<file path="src/rtl/c_rr_decr_arb_pkg.sv">
// Shared constants for the decrementing round-robin arbiter:
// arbiter state encoding and the index-width helper.
package c_rr_decr_arb_pkg;

  typedef enum logic {
    IDLE = 1'b0,
    BUSY = 1'b1
  } arb_state_t;

  // Hold counter width; covers hold_max up to 255.
  localparam int unsigned hcnt_width = 8;

  // Number of bits needed to index n items (minimum 1).
  function automatic int unsigned clogb(input int unsigned n);
    int unsigned w;
    int unsigned v;
    w = 0;
    v = (n > 0) ? n - 1 : 0;
    while (v > 0) begin
      w++;
      v = v >> 1;
    end
    return (w == 0) ? 1 : w;
  endfunction

endpackage

</file>
<file path="src/rtl/c_rr_decr_arb_if.sv">
// Request/grant bundle between requesters (master) and the arbiter (slave).
interface c_rr_decr_arb_if
  import c_rr_decr_arb_pkg::*;
#(
  parameter int unsigned num_ports = 4
);

  logic [0:num_ports-1]        req;
  logic [0:num_ports-1]        grant;
  logic                        grant_valid;
  logic [0:clogb(num_ports)-1] grant_idx;

  modport master (
    output req,
    input  grant,
    input  grant_valid,
    input  grant_idx
  );

  modport slave (
    input  req,
    output grant,
    output grant_valid,
    output grant_idx
  );

endinterface

</file>
<file path="src/rtl/c_rr_decr_arb_decr.sv">
// Wrapping decrementer: min_value steps to max_value, everything else
// steps down by one.
module c_decr #(
  parameter int unsigned width     = 2,
  parameter int unsigned min_value = 0,
  parameter int unsigned max_value = 3
) (
  input  logic [0:width-1] data_in,
  output logic [0:width-1] data_out
);

  // Wrap at the lower bound, otherwise subtract one.
  always_comb begin
    if (data_in == width'(min_value)) begin
      data_out = width'(max_value);
    end else begin
      data_out = data_in - width'(1);
    end
  end

endmodule

</file>
<file path="src/rtl/c_rr_decr_arb.sv">
// Round-robin arbiter with a downward-searching priority pointer and a
// bounded grant hold time. A releasing port drops to lowest priority.
module c_rr_decr_arb
  import c_rr_decr_arb_pkg::*;
#(
  parameter int unsigned num_ports = 4,
  parameter int unsigned hold_max  = 3
) (
  input  logic            clk,
  input  logic            reset,
  c_rr_decr_arb_if.slave  bus
);

  localparam int unsigned idx_w = clogb(num_ports);

  arb_state_t               state_q, state_d;
  logic [0:idx_w-1]         ptr, ptr_d;
  logic [0:idx_w-1]         ptr_rel;
  logic [hcnt_width-1:0]    hcnt, hcnt_d;
  logic [0:num_ports-1]     grant_q, grant_d;
  logic                     valid_q, valid_d;
  logic [0:idx_w-1]         idx_q, idx_d;

  logic                     release_c;
  logic [0:idx_w-1]         search_base;
  logic                     win_found;
  logic [0:idx_w-1]         win_idx;
  int unsigned              cand;

  // Pointer value that puts the current holder at lowest priority.
  c_decr #(
    .width     (idx_w),
    .min_value (0),
    .max_value (num_ports - 1)
  ) ptr_decr (
    .data_in  (idx_q),
    .data_out (ptr_rel)
  );

  // Release detection and the pointer the search starts from this cycle.
  always_comb begin
    release_c   = (state_q == BUSY) && (!bus.req[idx_q] || (hcnt == '0));
    search_base = release_c ? ptr_rel : ptr;
  end

  // First requester found walking down from search_base, wrapping to the top.
  always_comb begin
    win_found = 1'b0;
    win_idx   = '0;
    cand      = 0;
    for (int unsigned k = 0; k < num_ports; k++) begin
      if (int'(search_base) >= int'(k)) begin
        cand = int'(search_base) - k;
      end else begin
        cand = int'(search_base) + num_ports - k;
      end
      if (!win_found && bus.req[cand]) begin
        win_found = 1'b1;
        win_idx   = idx_w'(cand);
      end
    end
  end

  // Next-state and next-output logic for the IDLE/BUSY controller.
  always_comb begin
    state_d = state_q;
    ptr_d   = ptr;
    hcnt_d  = hcnt;
    grant_d = grant_q;
    valid_d = valid_q;
    idx_d   = idx_q;
    case (state_q)
      IDLE: begin
        if (win_found) begin
          state_d          = BUSY;
          grant_d          = '0;
          grant_d[win_idx] = 1'b1;
          valid_d          = 1'b1;
          idx_d            = win_idx;
          hcnt_d           = hcnt_width'(hold_max - 1);
        end
      end
      BUSY: begin
        if (!release_c) begin
          hcnt_d = (hcnt == '0) ? '0 : hcnt - 1'b1;
        end else begin
          ptr_d = ptr_rel;
          if (win_found) begin
            grant_d          = '0;
            grant_d[win_idx] = 1'b1;
            valid_d          = 1'b1;
            idx_d            = win_idx;
            hcnt_d           = hcnt_width'(hold_max - 1);
          end else begin
            state_d = IDLE;
            grant_d = '0;
            valid_d = 1'b0;
          end
        end
      end
      default: begin
        state_d = IDLE;
      end
    endcase
  end

  // State and output registers with asynchronous active-low reset.
  always_ff @(posedge clk or negedge reset) begin
    if (!reset) begin
      state_q <= IDLE;
      ptr     <= idx_w'(num_ports - 1);
      hcnt    <= '0;
      grant_q <= '0;
      valid_q <= 1'b0;
      idx_q   <= '0;
    end else begin
      state_q <= state_d;
      ptr     <= ptr_d;
      hcnt    <= hcnt_d;
      grant_q <= grant_d;
      valid_q <= valid_d;
      idx_q   <= idx_d;
    end
  end

  assign bus.grant       = grant_q;
  assign bus.grant_valid = valid_q;
  assign bus.grant_idx   = idx_q;

endmodule

</file>
<file path="src/flat_wrapper.sv">
// flat-port wrapper written by rule: the top's interface ports become plain ports
module c_rr_decr_arb_flat import c_rr_decr_arb_pkg::*;
#(
  parameter int unsigned num_ports = 4,
  parameter int unsigned hold_max  = 3
)
  (clk, reset, bus_req, bus_grant, bus_grant_valid, bus_grant_idx);
  c_rr_decr_arb_if #(.num_ports(num_ports)) bus_i ();
  input  logic clk;
  input  logic reset;
  input wire logic [$bits(bus_i.req)-1:0] bus_req;
  output wire logic [$bits(bus_i.grant)-1:0] bus_grant;
  output wire logic [$bits(bus_i.grant_valid)-1:0] bus_grant_valid;
  output wire logic [$bits(bus_i.grant_idx)-1:0] bus_grant_idx;
  assign bus_i.req = bus_req;
  assign bus_grant = bus_i.grant;
  assign bus_grant_valid = bus_i.grant_valid;
  assign bus_grant_idx = bus_i.grant_idx;
  c_rr_decr_arb #(.num_ports(num_ports), .hold_max(hold_max)) u_core (.clk(clk), .reset(reset), .bus(bus_i));
endmodule
</file>
<file path="config.mk">
export PLATFORM = sky130hd
export DESIGN_NAME = c_rr_decr_arb_flat
export DESIGN_NICKNAME = d
export VERILOG_FILES = /design/src/rtl/c_rr_decr_arb_pkg.sv /design/src/rtl/c_rr_decr_arb_if.sv /design/src/rtl/c_rr_decr_arb_decr.sv /design/src/rtl/c_rr_decr_arb.sv /design/src/flat_wrapper.sv
export SDC_FILE = /design/constraint.sdc
export NUM_CORES = 1
export LEC_CHECK = 0
export CORE_UTILIZATION = 60
export CTS_BUF_LIST = sky130_fd_sc_hd__clkbuf_4
export CTS_CLUSTER_DIAMETER = 100
export CTS_CLUSTER_SIZE = 8
export DETAILED_ROUTE_END_ITERATION = 8
export PLACE_DENSITY = 0.84
export SLEW_MARGIN = 0
export SYNTH_ARGS = -nofsm -noshare
export SYNTH_HDL_FRONTEND = slang
export SYNTH_SLANG_ARGS = --single-unit
</file>
<file path="constraint.sdc">
create_clock -name clk -period 4.38 [get_ports clk]
set_input_delay 1.314 -clock clk [delete_from_list [all_inputs] [get_ports clk]]
set_output_delay 1.314 -clock clk [all_outputs]
set_load 0.02 [all_outputs]
</file>
==> summary.md, run 1 <==
| Metric | Value |
|---|---|
| Nets | `138` |
| DP Area | `0.00122 mm^2` |
| Num rows | `14` |
| First-pass GRT wire length | `3.85 mm` |
| Cts repair resizes | `0` |
| Clock Latency Late Sink | `0.29 ns` |
| Critical R2R Capture | `u_core.bus.grant[0]` |
| Endpoints failing setup | `0` |
| Drt first-iter violations | `36` |
| Clk slew on worst S/H paths | `0.10 ns` |
| Largest net degree at the start of global routing | `19` |
| Ports | `13` |
| Pleak | `around 0.54 nW` |
| Hpwl dp | `between 1.5 and 2 mm` |
| R2R Path Start | `u_core.hcnt[0]` |
| Min-Delay Path Class | `reg -> reg` |
| Syn nets | `122` |
| Maximum VDD drop | `0.000484 V` |
| Antenna viol nets, final | `0` |
| CP arrival | `3.43 ns` |
| Total CTS buffers | `3` |
| Core area | `0.00159 mm^2` |
| Die extent in x | `44.4 um` |
| Synthesized cell area | `0.00108 mm^2` |
| Crit path largest cell delay | `0.70 ns` |
| Die height | `44.4 um` |
| Leading area contributor after synthesis | `dfrtp_1` |
| RSZ-0062 raised after global routing | `no` |
| Status | `finished clean` |
| Fin util | `0.784` |
| Final Hold Viols | `0` |
| Setup Crit Path Kind | `in -> reg` |
| Max-cap viol count | `0` |
| Area of the multi-input gates | `583 um^2` |
| Critical hold path startpoint | `u_core.bus.grant_valid` |
| Slew HR | `0.465` |
| Hold path depth | `2` |
| Top_reg_cell synth | `dfrtp_1` |
| Synth Warn # | `0` |
| Antenna violations before repair | `0` |
| DRC Markers | `0` |
| Hold endpoint | `u_core.bus.grant_valid` |
| Post-synthesis area per instance | `around 9.5 um^2` |
| EDFF count, synth | `0` |
| Commonest non-fill, non-tap cell in the layout | `nand2_1` |
| Gr usage total | `0.281` |
| Setup Buffers After CTS | `0` |
| ANT cells | `0` |
| Layout cells sized above 1 | `0.148` |
| TNS Setup | `0 ns` |
| Peak fanout along the critical path | `10` |
| Clock skew | `0.00207 ns` |
| Top cells by area, synth | `dfrtp_1, nand2_1, o21ai_0` |
| FF-to-FF path depth | `7` |
| Seq/Total Area, Yosys | `0.421` |
| IO Port Bufs | `12` |
| Slowest-stage cell, CP | `clkdlybuf4s50_1` |
| Number of library cell types mapped by synthesis | `39` |
| Initial Util | `0.675` |
| P per Cell Area | `806 mW/mm^2` |
| Area Overhead vs Synth | `16.2%` |
| Post-route cell area | `0.00125 mm^2` |
| Maximum root-to-sink buffer count | `2` |
| DR vias | `about 920` |
| Syn Inst Count | `around 110` |
| Reg-to-reg slack, setup | `approximately 2.1 ns` |
| Fillers | `102` |
| Die area | `0.00197 mm^2` |
| WL final | `between 2 and 2.5 mm` |
| Vias per std cell | `between 6 and 7` |
| Worst EP required | `4.62 ns` |
| H-tree depth | `1` |
| Crit-path cells | `clkdlybuf4s50_1, mux4_2, o21ai_2, a221o_2, a211oi_2, o21ba_1` |
| GRT overflow | `0` |
| Routability cong. | `0.868` |
| CTS tree | `done` |
| Minimum clock period | `approximately 3.2 ns` |
| Final worst path period share | `0.729` |
| Async SR Flop Fraction | `1.00` |
| Mean routed wirelength per cell | `15.7 um` |
| Most frequent cells in the layout | `nand2_1, dfrtp_1, o21ai_0, clkdlybuf4s50_1` |
| # hold bufs at CTS | `0` |
| Max Fclk | `313 MHz` |
| Max-slew violations | `0` |
| Slew @ Worst Pin | `0.800 ns` |
| Vias in the first global route | `855` |
| Post-synthesis register bit count | `18` |
| Root buf cell | `clkbuf_4` |
| Top cell type's share of synthesized area | `0.372` |
| CTS sink count | `18` |
| Reg area | `453 um^2` |
| 1st-pass router iterations | `6` |
| Setup crit end kind | `flip-flop` |
| CP Launch Type | `primary input` |
==> cells by family after synthesis <==
group | after synthesis | synth area share
simple gates | 40 | 0.176
compound gates | 37 | 0.274
flops | 18 | 0.421
buf+inv | 10 | 0.0372
mux | 3 | 0.0407
fa+ha+maj | 3 | 0.0349
xor+xnor | 2 | 0.0163
==> power by group <==
part	internal [mW]	leakage (nW)	total, mW	switching [mW]
Clock	0.0331	0.0154	0.0824	0.0493
Sequential	0.245	0.221	0.316	0.0709
Combinational	0.265	0.303	0.610	0.345
Total	0.543	0.540	1.01	0.465
==> layout make-up <==
class                   instances  area share
repair buffers                 13       0.102
multi-input cells              85       0.466
well taps                      24      0.0240
flip-flops and latches         18       0.362
inverters                       8      0.0240
clock buffers                   3      0.0180
clock inverters                 1     0.00300
==> worst max-delay path, delay by kind of cell <==
kind	cells	cell delay (ns)
compound gates	4	1.03
mux	1	0.38
buf+inv	1	0.70
==> synthesized netlist by cell type (all sizes together), types with 2 or more instances <==
cell / instances
a32o: 2
o21a: 2
a21o: 2
ha: 3
dfrtp: 16
nor2b: 2
dfstp: 2
a21oi: 5
o31ai: 2
o211ai: 2
a22oi: 2
o21ai: 13
nor3: 4
nor2: 8
buf: 2
inv: 8
nand2: 18
xnor2: 2
a211oi: 3
==> flip-flops by register name (all words and copies together), names as in the netlist <==
name and flops:
u_core.hcnt 8, u_core.state_q 1, u_core.bus.grant 4, u_core.bus.grant_valid 1, u_core.ptr 2, u_core.bus.grant_idx 2
==> worst max-delay path by stage <==
stage,from,endpoint,depth (start not counted)
after floorplan,bus_req[1],u_core.bus.grant[0],6
after global placement,bus_req[1],u_core.bus.grant[0],6
after detailed placement,bus_req[1],u_core.bus.grant[0],6
after CTS,bus_req[1],u_core.bus.grant[0],6
after global routing,bus_req[1],u_core.bus.grant[0],6
final,bus_req[1],u_core.bus.grant[0],6
==> per-layer routing <==
layer	GRT usage	vias up	wire length, um
li1	-	443	-
met5	0	-	0
met1	0.377	423	1100
met4	0.170	0	46
met2	0.438	45	1090
met3	0.0367	8	152
==> metrics by stage <==
step / instances / total power [mW] / hold WS [ns] / worst slack (ns)
2_1_floorplan: 113 / 0.754 / 0.466 / 1.56
3_3_place_gp: 148 / 0.889 / 0.465 / 1.00
3_5_place_dp: 148 / 0.916 / 0.463 / 0.890
4_1_cts: 152 / 1.01 / 0.497 / 1.20
5_1_grt: 152 / 1.09 / 0.536 / 1.12
6_report: 152 / 1.01 / 0.498 / 1.19
Power figures use the tool's default switching activity.
==> run 2, diff against run 1 <==
- CORE_UTILIZATION: 60 -> 51
- PLACE_DENSITY: 0.84 -> 0.76
- clock period: 4.38 -> 2.72 ns (I/O delays scaled with it)
==> run 2 against run 1 <==
Net effect: cell area grew 5.7%; worst setup slack lost 0.89 ns; global-route usage shrank 3.9 points; first-iteration DRC count shrank 53%; clock power grew 63%; clock skew grew 0.0029 ns; core utilization shrank 12 points; sequential share of layout area shrank 2.0 points; critical endpoint unchanged; largest cell class unchanged.
==> summary.md, run 2 (synthesis gave the netlist of run 1 again) <==
| Metric | Value |
|---|---|
| Status | `finished clean` |
| Worst EP required | `2.91 ns` |
| Max-slew violations | `0` |
| Hpwl dp | `1.70 mm` |
| Max reg flops | `8` |
| Root buf cell | `clkbuf_4` |
| DR vias | `between 800 and 900` |
| Layout cells sized above 1 | `0.204` |
| Crit path largest cell delay | `between 0.5 and 0.6 ns` |
| Total CTS buffers | `3` |
| 1st-pass router iterations | `4` |
| Slew @ Worst Pin | `around 0.34 ns` |
| Fin util | `0.667` |
| Final worst path period share | `0.891` |
| Final Hold Viols | `0` |
| Setup Crit Path Kind | `in -> reg` |
| Peak fanout along the critical path | `6` |
| Drt first-iter violations | `17` |
| Setup Buffers After CTS | `0` |
| Slowest-stage cell, CP | `mux4_2` |
| Commonest non-fill, non-tap cell in the layout | `nand2_1` |
| Setup crit end kind | `flip-flop` |
| Clock Latency Late Sink | `0.29 ns` |
| DP Area | `0.00129 mm^2` |
| Pleak | `approximately 0.58 nW` |
| Clock Power Share | `0.081` |
| CTS sink count | `18` |
| ANT cells | `0` |
| CTS tree | `done` |
| Ports | `13` |
| Vias per std cell | `5.46` |
| P per Cell Area | `between 1000 and 1500 mW/mm^2` |
| Routability cong. | `0.902` |
| First-pass GRT wire length | `3.71 mm` |
| Maximum root-to-sink buffer count | `2` |
| Die extent in x | `about 48 um` |
| Post-route cell area | `0.00132 mm^2` |
| Antenna violations before repair | `0` |
| Maximum VDD drop | `0.000706 V` |
| GRT overflow | `0` |
| Endpoints failing setup | `0` |
| Core area | `0.00198 mm^2` |
| Psw | `736 uW` |
| Clk slew on worst S/H paths | `around 0.090 ns` |
| Crit-path cells | `clkdlybuf4s50_1, mux4_2, o21ai_2, a22oi_1, a211oi_4, o21ba_1` |
| CP arrival | `2.61 ns` |
| Gr usage total | `0.243` |
| Combinational Power Share | `0.617` |
| Num rows | `16` |
| Setup ws final | `0.296 ns` |
| Cts repair resizes | `0` |
| H-tree depth | `1` |
| Minimum clock period | `~2.4 ns` |
| WL final | `2.26 mm` |
| Nets | `147` |
| DRC Markers | `0` |
| Sequential fraction of design power | `0.302` |
| Post-Place Worst Slack | `-0.00107 ns` |
| CP Launch Type | `primary input` |
| Max Fclk | `between 400 and 500 MHz` |
| Int Pwr | `926 uW` |
| Mean routed wirelength per cell | `13.8 um` |
| Total power | `approximately 1.7 mW` |
| Clock skew | `0.00500 ns` |
| Crit path buf inv count | `1` |
| Die area | `0.00230 mm^2` |
| Slew HR | `0.770` |
| Switch share | `0.443` |
| Initial Util | `0.543` |
| # hold bufs at CTS | `0` |
| Max-cap viol count | `0` |
| Vias in the first global route | `around 830` |
| Largest Register | `u_core.hcnt` |
| Crit-path leading delay family | `compound AO/OA/AOI/OAI gates` |
| Die height | `47.9 um` |
| IO Port Bufs | `12` |
| Antenna viol nets, final | `0` |
| RSZ-0062 raised after global routing | `no` |
| Min-Delay Path Class | `reg -> reg` |
| Most frequent cells in the layout | `nand2_1, dfrtp_1, o21ai_0, clkdlybuf4s50_1, buf_4` |
| Largest net degree at the start of global routing | `19` |
| Area Overhead vs Synth | `22.8%` |
==> run 2: changes by cell type in the layout (fill, tap and decap cells not counted), sizes merged <==
cell  change
buf       +9
==> run 2: layout make-up <==
type / instances / area [um^2]
Multi-Input combinational cell: 85 / 583
Clock buffer: 3 / 22.5
Inverter: 8 / 30.0
Timing Repair Buffer: 22 / 195
Fill cell: 162 / 661
Tap cell: 27 / 33.8
Clock inverter: 1 / 3.75
Sequential cell: 18 / 453
==> run 2: metal layers <==
layer,GRT usage,share of wire,vias to the layer above
li1,-,-,455
met1,0.360,0.52,425
met3,0.0453,0.037,4
met4,0.106,0.017,0
met2,0.343,0.43,12
met5,0,0,-
==> run 2: stage by stage <==
stage | hold WS, ns | std cells | TNS [ns]
2_1_floorplan | 0.466 | 113 | 0
3_3_place_gp | 0.465 | 160 | 0
3_5_place_dp | 0.468 | 160 | -0.00107
4_1_cts | 0.495 | 164 | 0
5_1_grt | 0.510 | 164 | 0
6_report | 0.492 | 164 | 0
==> run 2: worst min-delay path: cells and delay by family, from the launching register on <==
| kind | cells | cell delay, ns |
|---|---|---|
| DFF | 1 | 0.36 |
| and+or+nand+nor | 2 | 0.10 |
==> run 2: power groups by stage <==
stage          clock network (mW)  registers [mW]  logic [mW]
3_3_place_gp                    0           0.502        1.01
5_1_grt                     0.154           0.522        1.12
6_report                    0.134           0.502        1.02
3_5_place_dp                    0           0.505        1.02
4_1_cts                     0.140           0.501        1.03
2_1_floorplan                   0           0.531       0.683
==> run 2: path summary, 6_finish.rpt <==
check,cells past startpoint,start,slack (ns),to
setup / recovery,6,bus_req[0],0.30,u_core.bus.grant[0]
hold / removal,2,u_core.bus.grant_valid,0.49,u_core.bus.grant_valid
setup reg to reg,7,u_core.hcnt[0],0.49,u_core.bus.grant[0]
hold reg to reg,2,u_core.bus.grant_valid,0.49,u_core.bus.grant_valid
max in group asynchronous,2,reset,1.61,u_core.ptr[0]
min in group asynchronous,2,reset,0.85,u_core.hcnt[1]
==> run 3, diff against run 2 <==
- SLEW_MARGIN: 0 -> 10
==> results of run 3 <==
No change in the layout: final DEF, timing and power equal those of run 2.
